===== config.mk =====
export PLATFORM = sky130hd
export DESIGN_NAME = bg_fetch_arbiter
export DESIGN_NICKNAME = d
export VERILOG_FILES = /design/src/rtl/bg_fetch_arbiter_pkg.sv /design/src/rtl/bg_fetch_arbiter_addr_gen.sv /design/src/rtl/bg_fetch_arbiter.sv
export SDC_FILE = /design/constraint.sdc
export NUM_CORES = 1
export LEC_CHECK = 0
export ABC_AREA = 0
export BUFFER_PORTS_ARGS = -buffer_cell sky130_fd_sc_hd__buf_2
export CORE_UTILIZATION = 40
export DETAILED_ROUTE_END_ITERATION = 16
export GPL_ROUTABILITY_DRIVEN = 0
export HOLD_SLACK_MARGIN = 0.03
export PLACE_DENSITY = 0.73
export RECOVER_POWER = 100
export SLEW_MARGIN = 10
export SYNTH_ARGS = -nofsm -noshare
export SYNTH_HDL_FRONTEND = slang
export SYNTH_HIERARCHICAL = 1
export SYNTH_SLANG_ARGS = --single-unit

===== constraint.sdc =====
create_clock -name i_clk -period 7.87 [get_ports i_clk]
set_input_delay 1.574 -clock i_clk [delete_from_list [all_inputs] [get_ports i_clk]]
set_output_delay 1.574 -clock i_clk [all_outputs]
set_load 0.05 [all_outputs]

===== src/rtl/bg_fetch_arbiter_pkg.sv =====
// Shared types and widths for the background ROM fetch arbiter.
package bg_pkg;

  localparam int ADDR_W   = 19;
  localparam int PIX_W    = 5;
  localparam int COORD_W  = 10;
  localparam int BG_W_DEF = 320;
  localparam int BG_H_DEF = 480;

  typedef enum logic [1:0] {
    OWN_NONE,
    OWN_DISP,
    OWN_QUERY
  } owner_t;

  typedef enum logic [1:0] {
    Q_IDLE,
    Q_WAIT,
    Q_DONE
  } q_state_t;

  typedef struct packed {
    logic   valid;
    owner_t owner;
    logic   in_range;
  } slot_tag_t;

endpackage


===== src/rtl/bg_fetch_arbiter_addr_gen.sv =====
// Screen coordinate to background ROM address, with range check.
module bg_addr_gen
  import bg_pkg::*;
#(
  parameter int BG_W    = BG_W_DEF,
  parameter int BG_H    = BG_H_DEF,
  parameter int SCALE_X = 1,
  parameter int SCALE_Y = 0
) (
  input  logic [COORD_W-1:0] i_x,
  input  logic [COORD_W-1:0] i_y,
  output logic [ADDR_W-1:0]  o_addr,
  output logic               o_in_range
);

  logic [COORD_W-1:0] w_tx;
  logic [COORD_W-1:0] w_ty;

  assign w_tx       = i_x >> SCALE_X;
  assign w_ty       = i_y >> SCALE_Y;
  assign o_addr     = ADDR_W'(w_ty) * ADDR_W'(BG_W) + ADDR_W'(w_tx);
  assign o_in_range = (int'(w_tx) < BG_W) && (int'(w_ty) < BG_H);

endmodule


===== src/rtl/bg_fetch_arbiter.sv =====
// Shares the single-port background ROM between VGA scanout (absolute priority)
// and a game-logic colour query port served in free slots.
module bg_fetch_arbiter
  import bg_pkg::*;
#(
  parameter int BG_W    = BG_W_DEF,
  parameter int BG_H    = BG_H_DEF,
  parameter int SCALE_X = 1,
  parameter int SCALE_Y = 0
) (
  input  logic               i_clk,
  input  logic               i_reset,
  input  logic               i_pix_en,
  input  logic               i_blank,
  input  logic [COORD_W-1:0] i_draw_x,
  input  logic [COORD_W-1:0] i_draw_y,
  output logic [PIX_W-1:0]   o_bg_pixel,
  output logic               o_bg_pixel_valid,
  input  logic               i_q_req,
  input  logic [COORD_W-1:0] i_q_x,
  input  logic [COORD_W-1:0] i_q_y,
  output logic               o_q_ack,
  output logic [PIX_W-1:0]   o_q_data,
  output logic               o_q_busy,
  output logic [ADDR_W-1:0]  o_rom_addr,
  input  logic [PIX_W-1:0]   i_rom_data
);

  // Q_IDLE: free, may grant | Q_WAIT: read in flight | Q_DONE: ack cycle
  q_state_t          r_q_state;
  q_state_t          w_q_state_nxt;

  slot_tag_t         r_tag0;
  slot_tag_t         r_tag1;
  logic [ADDR_W-1:0] r_rom_addr;
  logic [PIX_W-1:0]  r_bg_pixel;
  logic              r_bg_valid;
  logic              r_q_ack;
  logic [PIX_W-1:0]  r_q_data;
  logic              r_q_busy;

  logic [ADDR_W-1:0] w_disp_addr;
  logic              w_disp_in_range;
  logic [ADDR_W-1:0] w_q_addr;
  logic              w_q_in_range;
  logic              w_disp_slot;
  logic              w_q_grant;
  logic              w_q_capture;
  owner_t            w_owner;
  logic [ADDR_W-1:0] w_slot_addr;
  logic              w_slot_in_range;

  bg_addr_gen #(
    .BG_W    (BG_W),
    .BG_H    (BG_H),
    .SCALE_X (SCALE_X),
    .SCALE_Y (SCALE_Y)
  ) u_disp_addr (
    .i_x        (i_draw_x),
    .i_y        (i_draw_y),
    .o_addr     (w_disp_addr),
    .o_in_range (w_disp_in_range)
  );

  bg_addr_gen #(
    .BG_W    (BG_W),
    .BG_H    (BG_H),
    .SCALE_X (SCALE_X),
    .SCALE_Y (SCALE_Y)
  ) u_query_addr (
    .i_x        (i_q_x),
    .i_y        (i_q_y),
    .o_addr     (w_q_addr),
    .o_in_range (w_q_in_range)
  );

  assign w_disp_slot = i_pix_en && !i_blank;
  assign w_q_grant   = !w_disp_slot && (r_q_state == Q_IDLE) && i_q_req;
  // The query's tag is in stage 1 exactly when its ROM word is on i_rom_data.
  assign w_q_capture = (r_q_state == Q_WAIT) && r_tag1.valid && (r_tag1.owner == OWN_QUERY);

  always_comb begin
    w_owner         = OWN_NONE;
    w_slot_addr     = w_disp_addr;
    w_slot_in_range = 1'b0;
    if (w_disp_slot) begin
      w_owner         = OWN_DISP;
      w_slot_addr     = w_disp_addr;
      w_slot_in_range = w_disp_in_range;
    end else if (w_q_grant) begin
      w_owner         = OWN_QUERY;
      w_slot_addr     = w_q_addr;
      w_slot_in_range = w_q_in_range;
    end
  end

  always_comb begin
    w_q_state_nxt = r_q_state;
    case (r_q_state)
      Q_IDLE:  if (w_q_grant) w_q_state_nxt = Q_WAIT;
      Q_WAIT:  if (w_q_capture) w_q_state_nxt = Q_DONE;
      Q_DONE:  w_q_state_nxt = Q_IDLE;
      default: w_q_state_nxt = Q_IDLE;
    endcase
  end

  always_ff @(posedge i_clk) begin
    if (i_reset) begin
      r_q_state <= Q_IDLE;
    end else begin
      r_q_state <= w_q_state_nxt;
    end
  end

  always_ff @(posedge i_clk) begin
    if (i_reset) begin
      r_rom_addr      <= '0;
      r_tag0          <= '0;
      r_tag1          <= '0;
      r_bg_pixel      <= '0;
      r_bg_valid      <= 1'b0;
      r_q_ack         <= 1'b0;
      r_q_data        <= '0;
      r_q_busy        <= 1'b0;
    end else begin
      // Out-of-range slots leave the ROM address alone but still carry a tag.
      if ((w_owner != OWN_NONE) && w_slot_in_range) begin
        r_rom_addr <= w_slot_addr;
      end
      r_tag0.valid    <= (w_owner != OWN_NONE);
      r_tag0.owner    <= w_owner;
      r_tag0.in_range <= w_slot_in_range;
      r_tag1          <= r_tag0;

      r_bg_valid <= 1'b0;
      if (r_tag1.valid && (r_tag1.owner == OWN_DISP)) begin
        r_bg_valid <= 1'b1;
        r_bg_pixel <= r_tag1.in_range ? i_rom_data : '0;
      end

      r_q_ack <= 1'b0;
      if (w_q_capture) begin
        r_q_ack  <= 1'b1;
        r_q_data <= r_tag1.in_range ? i_rom_data : '0;
      end

      if (w_q_grant) begin
        r_q_busy <= 1'b1;
      end else if (r_q_state == Q_DONE) begin
        r_q_busy <= 1'b0;
      end
    end
  end

  assign o_rom_addr       = r_rom_addr;
  assign o_bg_pixel       = r_bg_pixel;
  assign o_bg_pixel_valid = r_bg_valid;
  assign o_q_ack          = r_q_ack;
  assign o_q_data         = r_q_data;
  assign o_q_busy         = r_q_busy;

endmodule


Word level (Yosys, flattened, before mapping) --
Cells that the tools add are included.
Word-level totals: register bits after elaboration 42, output and inout port bits 32
Operators by class: add/subtract/negate cells 2, multiply operators 2, order comparisons 4, eq/ne operators 6, multiplexer cells 14, reductions and logical operators 15
Operators with widths (number):
- adder 19 x 9 -> 19 bit | 2
- two-way mux 19 bit | 2
- multiplier 10 x 3 -> 13 bit, second input constant | 2
- < comparator 10 x 9 -> 1 bit, second input constant | 2
- < comparator 9 bit, second input constant | 2
- logical AND 1 bit | 9
- two-way mux 2 bit | 4
- two-way mux 1 bit | 6
- two-way mux 5 bit | 1
- == test 2 x 1 -> 1 bit, second input constant | 2
- == test 2 bit, second input constant | 2
- != test 2 bit, second input constant | 2
- case mux 2 bit (2 select lines) | 1
- nonzero test 2 bit | 2
- zero test 1 bit | 2
- zero test 2 bit | 1
- AND reduction 2 bit | 1

Logic depth before layout (Yosys ltp) --
Gate-level depths: netlist of the first run.
word-level depth 9, gate-level depth with buffers 12, mapped depth without buffers 12

Modules after synthesis --
The synthesis of the first run kept the hierarchy.
By module, submodules not included:
- bg_fetch_arbiter | times used 1, cells an instance 174, area an instance 1680.4 um^2
- bg_addr_gen (u_disp_addr) | times used 1, cells an instance 101, area an instance 850.8 um^2
- bg_addr_gen (u_query_addr) | times used 1, cells an instance 98, area an instance 815.8 um^2

Worst setup path before layout of the first run --
OpenSTA, ideal clock, no wires.
path type input port to flip-flop, start input port i_q_y[1], end register r_rom_addr[17], in the netlist o_rom_addr[17], setup time 119 ps, arrival 3925 ps, required time 7751 ps, path slack 3826 ps, cell stages on the path 10, path buffers 0, cells stage by stage ha_1 ha_1 fa_1 a21o_2 a21oi_1 xor2_1 nor4_1 nand3_1 xor2_1 o221a_1
RTL lines:
- from (decl) | RTL line bg_fetch_arbiter.sv:21 | input logic [COORD_W-1:0] i_q_y,
- multiplier 10 x 3 -> 13 bit | RTL line bg_fetch_arbiter_addr_gen.sv:21 | assign o_addr = ADDR_W'(w_ty) * ADDR_W'(BG_W) + ADDR_W'(w_tx);
- adder 19 x 9 -> 19 bit | RTL line bg_fetch_arbiter_addr_gen.sv:21
- net w_q_addr[17] | RTL line bg_fetch_arbiter.sv:44 | logic [ADDR_W-1:0] w_q_addr;
- two-way mux 19 bit | RTL line bg_fetch_arbiter.sv:90 | end else if (w_q_grant) begin
- two-way mux 19 bit | RTL line bg_fetch_arbiter.sv:86 | if (w_disp_slot) begin
- to (signal assigned) | RTL line bg_fetch_arbiter.sv:128 | r_rom_addr <= w_slot_addr;
- to (decl) | RTL line bg_fetch_arbiter.sv:35 | logic [ADDR_W-1:0] r_rom_addr;
The timed path passes the listed nets, and every way through them passes these cells. A chain may end at the register's enable or synchronous reset.

Worst setup path in the final report of the first run --
start input port i_draw_y[1], end register r_rom_addr[18], in the netlist o_rom_addr[18]
On the way: cells in the longest elaborated chain, start to end 4
RTL lines:
- from (decl) | RTL line bg_fetch_arbiter.sv:16 | input logic [COORD_W-1:0] i_draw_y,
- multiplier 10 x 3 -> 13 bit * | RTL line bg_fetch_arbiter_addr_gen.sv:21
- adder 19 x 9 -> 19 bit * | RTL line bg_fetch_arbiter_addr_gen.sv:21
- net w_disp_addr[18] | RTL line bg_fetch_arbiter.sv:42 | logic [ADDR_W-1:0] w_disp_addr;
- two-way mux 19 bit | RTL line bg_fetch_arbiter.sv:90
- two-way mux 19 bit * | RTL line bg_fetch_arbiter.sv:86
Mark *: on every way through the listed nets, which the timed path passes. The rest lies on a longest branch.

==> results.py, run 1 <==
metrics = {
    "power_and_ir_drop": {
        "power.density_mw_per_mm2": 165,
        "vdd_drop_max_v": 0.0000792,
        "p_leak_uw": 0.00165,
    },
    "die": {
        "initial_core_util_pct": 42.2,
        "dieArea_mm2": 0.00874,
        "die_y_um": 93.5,
        "core_mm2": 0.00793,
        "fp.dieW_um": 93.5,
        "rows": 32,
        "num_io_pins": 82,
    },
    "setup_path": {
        "cp.arrival_ps": 4460,
        "worstPathCellList": "clkbuf_1 > ha_1 > ha_1 > fa_1 > nand3_1 > a21boi_0 > o311a_1 > or3_1 > o31ai_2 > inv_1 > a21oi_1 > o221a_1",
        "start_kind": "input port",
        "crit_top_cell": "ha_1",
        "required_ps": 8100,
        "cp_num_buf_inv": 2,
        "cp_slowest_stage_delay_ps": 440,
        "critical_path_depth": 12,
        "critPathSlowestCell": "or3_1",
        "crit_path_end_kind": "register",
        "worstRegToRegCells": 3,
        "critPathKind": "in2reg",
        "reg2reg_slack_ps": 6200,
        "crit_family": "compound AO/OA/AOI/OAI gates",
        "worst-path-max-fanout": 3,
    },
    "final_layout": {
        "final_cells": 533,
        "n_fill_cell": 787,
        "syn_to_final_growth_pct": 10.3,
        "antenna_cells": 0,
        "nets": 522,
        "drive_above_1_share_pct": 18.1,
    },
    "global_route": {
        "antenna_found_initial": 0,
        "groute.usage.overall_pct": 16.6,
        "gr-total-overflow": 0,
        "grt_pass1_vias": 2616,
        "grt_max_degree": 43,
        "grt_pass1_wl_um": 11800,
    },
    "synth": {
        "synth_nets": 465,
        "synth_edf_count": 0,
        "netlist.area_leader.share_pct": 25.1,
        "async_reset_ff_share_pct": 0,
        "synth-seq-cells": 42,
        "ys_seq_area_share_pct": 25.1,
        "synth_cells": 373,
        "yosys_warnings": 6,
        "synth_top_cell_by_area": "dfxtp_1",
        "ys.flop_type": "dfxtp_1",
        "synth.area.top_cells": "dfxtp_1 25%, ha_1 14%, a21oi_1 5.8%",
        "yosys.cell_types.count": 65,
        "netlist_area_mm2": 0.00335,
        "syn_area_per_cell_um2": 8.97,
    },
    "timing": {
        "fin_skew_ps": 7.99,
        "fmax_ghz": 0.237,
        "finalSetupViolCount": 0,
        "max_slew_margin_pct": -13.4,
        "drv_slew": 43,
        "min_period_ps": 4230,
        "tightestPinTransition_ps": 1700,
        "rsz0062_at_grt": "false",
        "period_share_pct": 53.7,
        "final-hold-violation-count": 0,
        "layout_setup_ws_ps": 3640,
        "timing.setup.tns_ps": 0,
    },
    "hold_path": {
        "whs_path_depth": 1,
        "hp-class": "reg2reg",
    },
    "clocking": {
        "cts_buffer_depth": 2,
        "clkTransAtPathRegs_ps": 90,
        "cts_htree_levels": 2,
        "clk_latency_ps": 290,
        "post_cts_buffers": 0,
        "cts_tree": "yes",
        "root_buffer": "clkbuf_8",
        "cts_resized": 0,
        "cts-hold-fix-buffers": 0,
        "numCtsBuffers": 5,
        "cts.sink_count": 42,
    },
    "placed_design": {
        "dp_hpwl_um": 5750,
        "dp.cells": 525,
        "portBuffers": 79,
        "pre_cts_ws_ps": 3460,
    },
    "routing": {
        "drtPass1Iterations": 4,
        "final_antenna_net_count": 0,
        "vias": 2803,
        "viasPerCell": 5.26,
        "drc": 0,
        "drt_iter0_markers": 106,
        "totalWireLength_um": 7160,
        "wl_per_cell_um": 13.4,
    },
    "run_status": {
        "violations": "capacitance limit, slew limit",
        "outcome": "complete, but fails checks",
    },
    "flow_run": {
        "max_cap_violations": 1,
    },
}
-- logic make-up (layout without fill, tap and decap cells) --
kind of cell / Yosys count / count (layout) / share of synthesized area [%]
XOR/XNOR: 29 / 29 / 7.81
AND/OR/NAND/NOR: 91 / 91 / 16.7
buffers and inverters: 61 / 119 / 10.0
adder cells (fa/ha/maj): 42 / 42 / 16.6
AO/OA/AOI/OAI: 108 / 108 / 23.8
flip-flops: 42 / 42 / 25.1
-- layout by cell type, fill, tap and decap left out, drive strengths merged, types with 3 or more instances in the layout --
cell type | Yosys | layout
nor4 | 3 | 3
a21oi | 40 | 40
a211oi | 4 | 4
nand2 | 20 | 20
o221a | 19 | 19
xor2 | 15 | 15
xnor2 | 14 | 14
or3 | 7 | 7
nand3 | 17 | 17
clkbuf | 5 | 41
buf | 24 | 43
a21o | 10 | 10
nor2 | 11 | 11
inv | 32 | 32
o21ai | 15 | 15
o21a | 4 | 4
nor2b | 7 | 7
nand4 | 3 | 3
nand3b | 3 | 3
dfxtp | 42 | 42
nor3 | 10 | 10
fa | 4 | 4
ha | 38 | 38
-- per-stage QoR --
step	util, %	hold slack, ps	cell area, um^2	power, uW
floorplan	-	414	3350	434
global placement	46.1	417	3650	473
detailed placement	46.1	432	3650	479
CTS	47.2	453	3740	618
global route	46.6	461	3690	649
finish	46.6	445	3690	611
-- state kept, by name, indices dropped and copies added (netlist names) --
register	count
o_q_data	5
o_q_ack	1
o_bg_pixel_valid	1
o_q_busy	1
o_bg_pixel	5
r_q_state	2
o_rom_addr	19
r_tag1	4
r_tag0	4
-- final timing paths --
| path | from | end |
|---|---|---|
| worst max-delay path | i_draw_y[1] | o_rom_addr[18] |
| worst min-delay path | r_tag0[2] | r_tag1[2] |
| worst max register to register | r_q_state[1] | o_rom_addr[3] |
| worst min register to register | r_tag0[2] | r_tag1[2] |
-- power by group --
group | internal (uW) | switching, uW | leakage [uW]
Sequential | 223 | 6.62 | 0.000343
Clock | 62.3 | 75.8 | 0.0000441
Combinational | 93.2 | 149 | 0.00127
-- per-layer routing --
metal | vias to the layer above | track usage [%] | share of wire, %
met2 | 70 | 28.4 | 46
met1 | 1273 | 21.3 | 47
met3 | 10 | 2.85 | 5.3
met4 | 0 | 5.13 | 1.8
li1 | 1450 | - | -
met5 | - | 0 | 0
-- area by class of cell --
| type | instances | area [um^2] | area share [%] |
|---|---|---|---|
| Clock buffer | 5 | 68.8 | 1.86 |
| Clock inverter | 3 | 21.3 | 0.576 |
| Inverter | 32 | 120 | 3.25 |
| Multi-Input combinational cell | 270 | 2160 | 58.6 |
| Sequential cell | 42 | 841 | 22.8 |
| Tap cell | 102 | 128 | 3.46 |
| Timing Repair Buffer | 79 | 350 | 9.49 |
-- cell usage after synthesis, types with 7 or more instances --
master,n
a21o_1,9
a21oi_1,39
buf_4,14
dfxtp_1,42
ha_1,38
inv_1,32
nand2_1,20
nand3_1,17
nor2_1,10
nor2b_1,7
nor3_1,9
o21ai_0,13
o221a_1,14
xnor2_1,14
xor2_1,14
(Power assumes the default switching activity.)
==> inputs of run 2 (changes only) <==
PLACE_DENSITY = 0.75   (was 0.73)
clock period = 3.8 ns   (was 7.87 ns; I/O delays follow)
==> results.py, run 2 (synthesis gave the netlist of run 1 again) <==
metrics = {
    "final_layout": {
        "fin_area_mm2": 0.00369,
        "final_cell_mix": "43 x buf_2, 42 x dfxtp_1, 39 x a21oi_1, 38 x ha_1, 36 x clkbuf_1",
        "antenna_cells": 0,
        "final_common_cell": "buf_2",
        "nets": 523,
        "drive_above_1_share_pct": 18.1,
        "final_cells": 534,
        "syn_to_final_growth_pct": 10.2,
        "largest_register_ffs": 19,
    },
    "power_and_ir_drop": {
        "power_uw": 1280,
        "power.density_mw_per_mm2": 347,
        "vdd_drop_max_v": 0.000135,
        "p_leak_uw": 0.00166,
    },
    "routing": {
        "wl_per_cell_um": 13.6,
        "vias": 2834,
        "viasPerCell": 5.31,
        "drc": 0,
        "totalWireLength_um": 7250,
        "drtPass1Iterations": 4,
        "drt_iter0_markers": 63,
        "final_antenna_net_count": 0,
    },
    "timing": {
        "tightestPinTransition_ps": 1770,
        "timing.setup.tns_ps": 0,
        "max_slew_margin_pct": -18.3,
        "fin_skew_ps": 5.92,
        "final-hold-violation-count": 0,
        "drv_slew": 43,
        "finalSetupViolCount": 0,
        "min_period_ps": 3280,
        "period_share_pct": 86.3,
        "fmax_ghz": 0.305,
        "rsz0062_at_grt": "false",
    },
    "setup_path": {
        "worstRegToRegCells": 3,
        "worst-path-max-fanout": 4,
        "cp_slowest_stage_delay_ps": 470,
        "crit_path_end_kind": "register",
        "critPathKind": "in2reg",
        "cp.arrival_ps": 3470,
        "required_ps": 3990,
        "critPathSlowestCell": "nor4_1",
        "start_kind": "input port",
        "worstPathCellList": "clkbuf_1 > ha_1 > ha_1 > fa_1 > a21o_2 > a21oi_1 > xor2_1 > nor4_1 > nand3_1 > xor2_1 > o221a_1",
    },
    "clocking": {
        "post_cts_buffers": 0,
        "cts.sink_count": 42,
        "cts_resized": 0,
        "numCtsBuffers": 5,
        "cts_htree_levels": 2,
        "clkTransAtPathRegs_ps": 90,
        "clk_latency_ps": 300,
        "cts_tree": "yes",
        "cts-hold-fix-buffers": 0,
        "root_buffer": "clkbuf_8",
        "cts_buffer_depth": 2,
    },
    "die": {
        "rows": 32,
        "fp.dieW_um": 93.5,
        "die_y_um": 93.5,
        "num_io_pins": 82,
        "dieArea_mm2": 0.00874,
        "initial_core_util_pct": 42.2,
        "core_mm2": 0.00793,
    },
    "global_route": {
        "grt_pass1_wl_um": 11900,
        "antenna_found_initial": 0,
        "groute.usage.overall_pct": 16.9,
        "grt_pass1_vias": 2660,
        "gr-total-overflow": 0,
        "grt_max_degree": 43,
    },
    "flow_run": {
        "max_cap_violations": 1,
    },
    "placed_design": {
        "dp_hpwl_um": 5680,
        "dp.cells": 526,
        "portBuffers": 79,
        "dpl_cell_area_mm2": 0.00366,
    },
    "run_status": {
        "violations": "capacitance limit, slew limit",
        "outcome": "complete, but fails checks",
    },
    "hold_path": {
        "whs_path_depth": 1,
        "hp-class": "reg2reg",
    },
}
-- run 2: changes by cell type in the layout (fill, tap and decap cells not counted), sizes merged --
cell	change
clkinv	-1
inv	+1
buf	+1
-- run 2: final cells by class --
type / count / area, um^2
fill: 797 / 4240
multi-input combinational: 270 / 2150
sequential: 42 / 841
timing repair buffer: 80 / 358
tap: 102 / 128
inverter: 32 / 120
clock buffer: 5 / 68.8
clock inverter: 3 / 25.0
-- run 2: worst paths after layout --
path,start,endpoint,slack (ps)
worst max register to register,r_q_state[1],o_rom_addr[0],2160
worst min register to register,r_tag0[1],r_tag1[1],440
worst max-delay path,i_q_y[1],o_rom_addr[17],520
worst min-delay path,r_tag0[1],r_tag1[1],440
-- run 2: critical path, delay by kind of cell --
| kind | cells | cell delay (ps) |
|---|---|---|
| buffers and inverters | 1 | 110 |
| AND/OR/NAND/NOR | 2 | 620 |
| XOR/XNOR | 2 | 340 |
| AO/OA/AOI/OAI | 3 | 650 |
| adder cells (fa/ha/maj) | 3 | 990 |
-- run 2: power breakdown --
part | total, uW | internal [uW] | switching [uW] | leakage (uW)
Combinational | 498 | 191 | 307 | 0.00127
Sequential | 476 | 462 | 14.0 | 0.000343
Clock | 307 | 133 | 174 | 0.0000447
Total | 1280 | 786 | 496 | 0.00166
-- run 2: stage by stage --
step	utilization (%)	setup slack (ps)	hold slack [ps]
6_report	46.5	519	443
5_1_grt	46.5	334	457
4_1_cts	47.4	528	443
3_5_place_dp	46.2	217	430
3_3_place_gp	46.2	319	420
2_1_floorplan	-	570	414
-- run 2: metal layers --
layer	wire length, um	GRT usage (%)	up-vias
li1	-	-	1451
met1	3530	22.4	1313
met2	3290	27.9	62
met3	341	3.25	8
met4	87	4.74	0
met5	0	0	-
